File: src/rtl/mvm_pkg.sv
// Shared definitions for the mvm ingress path: tuser layout, op codes and scheduler states.
package mvm_pkg;

   localparam int ADDR_W   = 9;
   localparam int OP_W     = 2;
   localparam int MASK_W   = 64;
   localparam int ADDR_LSB = 0;
   localparam int OP_LSB   = ADDR_LSB + ADDR_W;
   localparam int MASK_LSB = OP_LSB + OP_W;
   localparam int TUSER_W  = MASK_LSB + MASK_W;

   typedef enum logic [OP_W-1:0] {
      OP_INSTR  = 2'h0,
      OP_REDUCE = 2'h1,
      OP_INPUT  = 2'h2,
      OP_MATRIX = 2'h3
   } op_e;

   typedef enum logic [1:0] {
      ST_IDLE,
      ST_CFG,
      ST_RUN,
      ST_DRAIN
   } sched_state_e;

   function automatic logic [TUSER_W-1:0] pack_tuser(input logic [MASK_W-1:0] mask,
                                                     input op_e               op,
                                                     input logic [ADDR_W-1:0] addr);
      return {mask, op, addr};
   endfunction

endpackage

File: src/rtl/axis_pipe_reg.sv
// One-entry valid/ready register slice; accepts whenever empty or being drained.
module axis_pipe_reg #(
   parameter int W = 8
) (
   input  logic         clk,
   input  logic         rst_n,
   input  logic         s_valid_i,
   output logic         s_ready_o,
   input  logic [W-1:0] s_data_i,
   output logic         m_valid_o,
   input  logic         m_ready_i,
   output logic [W-1:0] m_data_o
);

   logic         valid_q;
   logic [W-1:0] data_q;

   assign s_ready_o = !valid_q || m_ready_i;
   assign m_valid_o = valid_q;
   assign m_data_o  = data_q;

   // NOTE: the payload is reset as well so the downstream port shows all-zero data out of reset.
   always_ff @(posedge clk or negedge rst_n) begin
      if (!rst_n) begin
         valid_q <= 1'b0;
         data_q  <= '0;
      end else if (s_ready_o) begin
         // NOTE: non-blocking so every flop samples the pre-edge values of its inputs.
         valid_q <= s_valid_i;
         if (s_valid_i) data_q <= s_data_i;
      end
   end

endmodule

File: src/rtl/mvm_ingress_sched.sv
// Merges the mvm config stream and credit-gated input vectors into the mvm rx port.
// Optional statistics counters are built only when MVM_SCHED_STATS_EN is defined.
module mvm_ingress_sched
   import mvm_pkg::*;
#(
   parameter int DATAW             = 512,
   parameter int USERW             = 75,
   parameter int VECS_PER_BATCH    = 2,
   parameter int RESULTS_PER_BATCH = 4,
   parameter int MAX_BATCHES       = 4
) (
   input  logic             clk,
   input  logic             rst_n,
   input  logic             cfg_tvalid,
   output logic             cfg_tready,
   input  logic [DATAW-1:0] cfg_tdata,
   input  logic [USERW-1:0] cfg_tuser,
   input  logic             cfg_tlast,
   input  logic             vec_tvalid,
   output logic             vec_tready,
   input  logic [DATAW-1:0] vec_tdata,
   output logic             m_tvalid,
   input  logic             m_tready,
   output logic [DATAW-1:0] m_tdata,
   output logic [USERW-1:0] m_tuser,
   input  logic             mon_tvalid,
   input  logic             mon_tready,
   output logic             busy,
   output logic [31:0]      stat_vecs,
   output logic [31:0]      stat_batches,
   output logic [31:0]      stat_stalls
);

   localparam int VCW = (VECS_PER_BATCH > 1) ? $clog2(VECS_PER_BATCH) : 1;
   localparam int RCW = (RESULTS_PER_BATCH > 1) ? $clog2(RESULTS_PER_BATCH) : 1;
   localparam logic [USERW-1:0] VEC_TUSER = USERW'(pack_tuser('0, OP_INPUT, '0));

   sched_state_e     state_q;
   logic [VCW-1:0]   vec_cnt_q, vec_cnt_d;
   logic [RCW-1:0]   res_cnt_q, res_cnt_d;
   logic [7:0]       outstanding_q, outstanding_d;

   logic                   pipe_ready, pipe_valid;
   logic [DATAW+USERW-1:0] pipe_data, pipe_out;
   logic                   credit_ok, drain_req;
   logic                   cfg_fire, vec_fire, mon_fire, vec_wrap, res_wrap;

   assign credit_ok = outstanding_q < 8'(MAX_BATCHES);
   // Once a config is waiting at a batch boundary, no new batch may start.
   assign drain_req = cfg_tvalid && (vec_cnt_q == '0);

   assign cfg_tready = (state_q == ST_CFG) && pipe_ready;
   assign vec_tready = (state_q == ST_RUN) && pipe_ready && credit_ok && !drain_req;

   assign cfg_fire = cfg_tvalid && cfg_tready;
   assign vec_fire = vec_tvalid && vec_tready;
   assign mon_fire = mon_tvalid && mon_tready;
   assign vec_wrap = vec_fire && (vec_cnt_q == VCW'(VECS_PER_BATCH - 1));
   assign res_wrap = mon_fire && (res_cnt_q == RCW'(RESULTS_PER_BATCH - 1));

   assign busy = (state_q != ST_CFG) && !((state_q == ST_IDLE) && (outstanding_q == '0));

   // NOTE: every next-state value gets a default first so no latch can be inferred.
   always_comb begin
      vec_cnt_d     = vec_cnt_q;
      res_cnt_d     = res_cnt_q;
      outstanding_d = outstanding_q;
      if (vec_fire) vec_cnt_d = vec_wrap ? '0 : vec_cnt_q + VCW'(1);
      if (mon_fire) res_cnt_d = res_wrap ? '0 : res_cnt_q + RCW'(1);
      // A result wrap with nothing outstanding is a protocol error; the count saturates.
      case ({vec_wrap, res_wrap})
         2'b10:   outstanding_d = outstanding_q + 8'd1;
         2'b01:   if (outstanding_q != '0) outstanding_d = outstanding_q - 8'd1;
         default: outstanding_d = outstanding_q;
      endcase
   end

   always_ff @(posedge clk or negedge rst_n) begin
      if (!rst_n) begin
         vec_cnt_q     <= '0;
         res_cnt_q     <= '0;
         outstanding_q <= '0;
      end else begin
         vec_cnt_q     <= vec_cnt_d;
         res_cnt_q     <= res_cnt_d;
         outstanding_q <= outstanding_d;
      end
   end

   always_ff @(posedge clk or negedge rst_n) begin
      if (!rst_n) begin
         state_q <= ST_IDLE;
      end else begin
         case (state_q)
            ST_IDLE:  if (cfg_tvalid) state_q <= ST_CFG;
            ST_CFG:   if (cfg_fire && cfg_tlast) state_q <= ST_RUN;
            ST_RUN:   if (drain_req) state_q <= ST_DRAIN;
            ST_DRAIN: if (outstanding_q == '0) state_q <= ST_CFG;
            default:  state_q <= ST_IDLE;
         endcase
      end
   end

   assign pipe_valid = cfg_fire || vec_fire;
   assign pipe_data  = cfg_fire ? {cfg_tdata, cfg_tuser} : {vec_tdata, VEC_TUSER};

   axis_pipe_reg #(.W(DATAW + USERW)) u_out_stage (
      .clk       (clk),
      .rst_n     (rst_n),
      .s_valid_i (pipe_valid),
      .s_ready_o (pipe_ready),
      .s_data_i  (pipe_data),
      .m_valid_o (m_tvalid),
      .m_ready_i (m_tready),
      .m_data_o  (pipe_out)
   );

   assign m_tdata = pipe_out[DATAW+USERW-1:USERW];
   assign m_tuser = pipe_out[USERW-1:0];

`ifdef MVM_SCHED_STATS_EN
   logic [31:0] stat_vecs_q, stat_batches_q, stat_stalls_q;
   logic        batch_retired;

   assign batch_retired = res_wrap && ((outstanding_q != '0) || vec_wrap);

   always_ff @(posedge clk or negedge rst_n) begin
      if (!rst_n) begin
         stat_vecs_q    <= '0;
         stat_batches_q <= '0;
         stat_stalls_q  <= '0;
      end else begin
         stat_vecs_q    <= stat_vecs_q + 32'(vec_fire);
         stat_batches_q <= stat_batches_q + 32'(batch_retired);
         stat_stalls_q  <= stat_stalls_q + 32'(vec_tvalid && !credit_ok);
      end
   end

   assign stat_vecs    = stat_vecs_q;
   assign stat_batches = stat_batches_q;
   assign stat_stalls  = stat_stalls_q;
`else
   assign stat_vecs    = '0;
   assign stat_batches = '0;
   assign stat_stalls  = '0;
`endif

endmodule

File: config.mk
export PLATFORM = sky130hd
export DESIGN_NAME = mvm_ingress_sched
export DESIGN_NICKNAME = d
export VERILOG_FILES = /design/src/rtl/mvm_pkg.sv /design/src/rtl/axis_pipe_reg.sv /design/src/rtl/mvm_ingress_sched.sv
export SDC_FILE = /design/constraint.sdc
export NUM_CORES = 1
export LEC_CHECK = 0
export ABC_AREA = 1
export CAP_MARGIN = 10
export CORE_AREA = 2 2 692 694
export DETAILED_ROUTE_END_ITERATION = 10
export DIE_AREA = 0 0 694 696
export HOLD_SLACK_MARGIN = 0.12
export PLACE_DENSITY_LB_ADDON = 0.25
export SETUP_SLACK_MARGIN = 0.02
export SLEW_MARGIN = 40
export SYNTH_ARGS = -nofsm -noshare
export SYNTH_HDL_FRONTEND = slang
export SYNTH_SLANG_ARGS = --single-unit
File: constraint.sdc
create_clock -name clk -period 4 [get_ports clk]
set_input_delay 1 -clock clk [delete_from_list [all_inputs] [get_ports clk]]
set_output_delay 1 -clock clk [all_outputs]
set_load 0.05 [all_outputs]
==> results.sh <==
export IMPL_outcome="finished clean"
export IMPL_async_reset_ff_frac=1.000
export IMPL_timing_fmax_mhz=278.9
export IMPL_die_height_um=696
export IMPL_hold_violations=0
export IMPL_coreArea_um2=476400
export IMPL_fin_nets=6131
export IMPL_antenna_found_initial=337
export IMPL_hp_class="reg2reg"
export IMPL_ys_seq_area_frac=0.5266
export IMPL_critPathMaxFanout=5
export IMPL_met2_usage=0.2071
export IMPL_endpoint_kind="primary output"
export IMPL_dpl_worst_slack_ps=451.9
export IMPL_cts_made_buffers=94
export IMPL_area_growth_pct=97.24
export IMPL_crit_family="buffers and inverters"
export IMPL_fin_crit_sh=0.8962
export IMPL_ant_nets=0
export IMPL_synth_area_leaders="dfrtp_1, a31oi_1, nand3_1"
export IMPL_power_density_nw_per_um2=846.2
export IMPL_fin_worst_skew_ps=57.01
export IMPL_ctsResizeCount=0
export IMPL_switching_power_mw=25.12
export IMPL_cpPeakStageDelay_ps=890
export IMPL_worst_pin_slew_ps=867.9
export IMPL_combPwrFrac=0.592
export IMPL_track_usage=0.1328
export IMPL_drive_gt1_frac=0.05809
export IMPL_crit_path_start_kind="register"
export IMPL_syn_area_um2=28560
export IMPL_die_x_um=694
export IMPL_num_io_pins=1794
export IMPL_critPathSlowestCell="clkdlybuf4s50_1"
export IMPL_viasPerCell=2.930
export IMPL_first_global_vias=32600
export IMPL_grt_overflow_total=0
export IMPL_p_int_mw=22.54
export IMPL_tns_ps=0
export IMPL_routedWlPerCell_um=29.18
export IMPL_drc=0
export IMPL_htree_levels=3
export IMPL_slew_violations=0
export IMPL_drtPass1Iterations=6
export IMPL_synth_seq_cells=601
export IMPL_grt_busiest_layer="met2"
export IMPL_ys_flop_type="dfrtp_1"
export IMPL_start_util=0.05995
export IMPL_ir_drop_mv=0.4209
export IMPL_num_rows=254
export IMPL_clock_latency_ps=850
export IMPL_gp_congestion=0.8797
export IMPL_cp_arrival_ps=2580
export IMPL_via_count=33710
export IMPL_syn_avg_cell_area_um2=8.429
export IMPL_clock_root_buffer="clkbuf_16"
export IMPL_drt_iter0_markers=2712
export IMPL_port_buffers=1697
export IMPL_mostFrequentLayoutCell="clkdlybuf4s50_1"
export IMPL_relSlewSlack=0.4196
export IMPL_rsz0062_at_grt="false"
export IMPL_use_met3=0.08276
export IMPL_max_cap_violations=0
export IMPL_cts_max_path_buffers=4
export IMPL_dieArea_um2=483000
export IMPL_yosys_cell_types_count=32
export IMPL_crit_buf_inv=2
export IMPL_clkPwrFrac=0.177
export IMPL_grt_first_pass_wirelength_um=407800
export IMPL_critPathRequiredTime_ps=3000
export IMPL_yosysTopAreaCell="dfrtp_1"
export IMPL_grt_use_met1=0.1524
export IMPL_clkSinkCount=601
export IMPL_path_cells="inv_1, ha_1, a21oi_1, clkdlybuf4s50_1"
export IMPL_fill_cells=54780
export IMPL_ys_warn_count=0
export IMPL_min_period_ps=3585
export IMPL_worst_slack_ps=415.0
export IMPL_cts_tree="done"
export IMPL_cellLeakagePower_nw=20.83
export IMPL_drt_total_wl_um=335800
export IMPL_setup_viol=0
export IMPL_most_common_layout_cells="clkdlybuf4s50_1, nand2_1, dfrtp_1, nand3_1, nor2_1"
export IMPL_dp_hpwl_um=292500
export IMPL_switching_share=0.5271
export IMPL_crit_type="reg2out"
export IMPL_synthCells=3388
export IMPL_cts_clk_slew_worst_paths_ps=50
export IMPL_grt_max_degree=132
export IMPL_synth_edf_count=0
export IMPL_synth_top_cell_area_share=0.5266
export IMPL_seqPwrFrac=0.231
-- path summary, 6_finish.rpt --
path | from | to | slack (ps) | cells after the start
hold reg to reg | u_out_stage.m_data_o[23] | u_out_stage.m_data_o[23] | 470 | 2
hold / removal | u_out_stage.m_data_o[23] | u_out_stage.m_data_o[23] | 470 | 2
max in group asynchronous | rst_n | u_out_stage.m_data_o[396] | 2180 | 4
min in group asynchronous | rst_n | u_out_stage.m_data_o[234] | 760 | 2
setup / recovery | state_q[0] | busy | 420 | 4
setup reg to reg | state_q[0] | outstanding_q[7] | 1360 | 17
-- state kept, by name (all words and copies together), names as in the netlist --
signal                 flops
vec_cnt_q                  1
outstanding_q              8
u_out_stage.m_data_o     587
state_q                    2
res_cnt_q                  2
u_out_stage.m_valid_o      1
-- metrics by stage --
step | power (mW) | std cells | hold slack, ps | area (um^2) | utilization
floorplan | 27.27 | 3483 | 463.2 | 28920 | -
global placement | 39.70 | 11190 | 453.7 | 52970 | 0.1112
detailed placement | 39.65 | 11190 | 457.0 | 52970 | 0.1112
CTS | 48.47 | 11350 | 448.9 | 55940 | 0.1174
global route | 50.01 | 11370 | 479.8 | 56000 | 0.1175
finish | 47.66 | 11510 | 469.5 | 56330 | 0.1182
-- worst reg2reg max path, cell delays in order (launching register included) --
cell and delay [ps]:
dfrtp_1 430, inv_1 100, ha_1 190, nand3_2 100, nor2_4 160, nand3_1 140
nand2_1 110, inv_1 150, ha_1 410, nand2_1 90, nor2_1 120, o211ai_1 90
nand2_1 100, inv_1 50, nand2_1 80, nand3_1 80, nand2_1 90, nand2_1 40
-- metal layers --
| layer | wire length [um] | share of wire |
|---|---|---|
| met3 | 51100 | 0.15 |
| met5 | 1482 | 0.0044 |
| met1 | 126800 | 0.38 |
| met4 | 8753 | 0.026 |
| met2 | 147700 | 0.44 |
-- Yosys cell counts (all sizes together) (2+ instances only) --
cell type	instances
a21oi	12
a31oi	513
buf	280
clkbuf	126
dfrtp	601
ha	12
inv	14
nand2	685
nand3	596
nand4	4
nor2	526
o21ai	2
xnor2	3
xor2	4
-- final cells by class --
type / count / area (um^2) / area share
inverter: 14 / 52.55 / 0.0009329
antenna: 156 / 390.4 / 0.006930
multi-input combinational: 2462 / 11540 / 0.2049
clock inverter: 26 / 296.5 / 0.005264
timing repair buffer: 1838 / 18500 / 0.3284
tap: 6272 / 7848 / 0.1393
sequential: 601 / 15040 / 0.2670
clock buffer: 137 / 2664 / 0.04729
-- power by group through the flow --
stage | combinational, mW | sequential (mW) | clock, mW
finish | 28.2 | 11.0 | 8.44
global route | 29.7 | 11.4 | 8.97
CTS | 28.6 | 11.0 | 8.80
detailed placement | 28.6 | 11.1 | 0
global placement | 28.6 | 11.1 | 0
floorplan | 6.37 | 20.9 | 0
-- kinds of logic after synthesis --
family | share of synthesized area
adder cells (fa/ha/maj) | 0.005958
XOR/XNOR | 0.002147
other | 0.0001313
multiplexers | 0.0003943
AO/OA/AOI/OAI | 0.1162
AND/OR/NAND/NOR | 0.2664
flip-flops | 0.5266
buffers and inverters | 0.08219
-- what timing repair did --
| item | CTS | global route |
|---|---|---|
| setup buffers | 0 | 0 |
| endpoints found under the hold margin | 14 | 0 |
| hold buffers | 1 | 0 |
No activity file was read; power rests on OpenSTA's default activity.
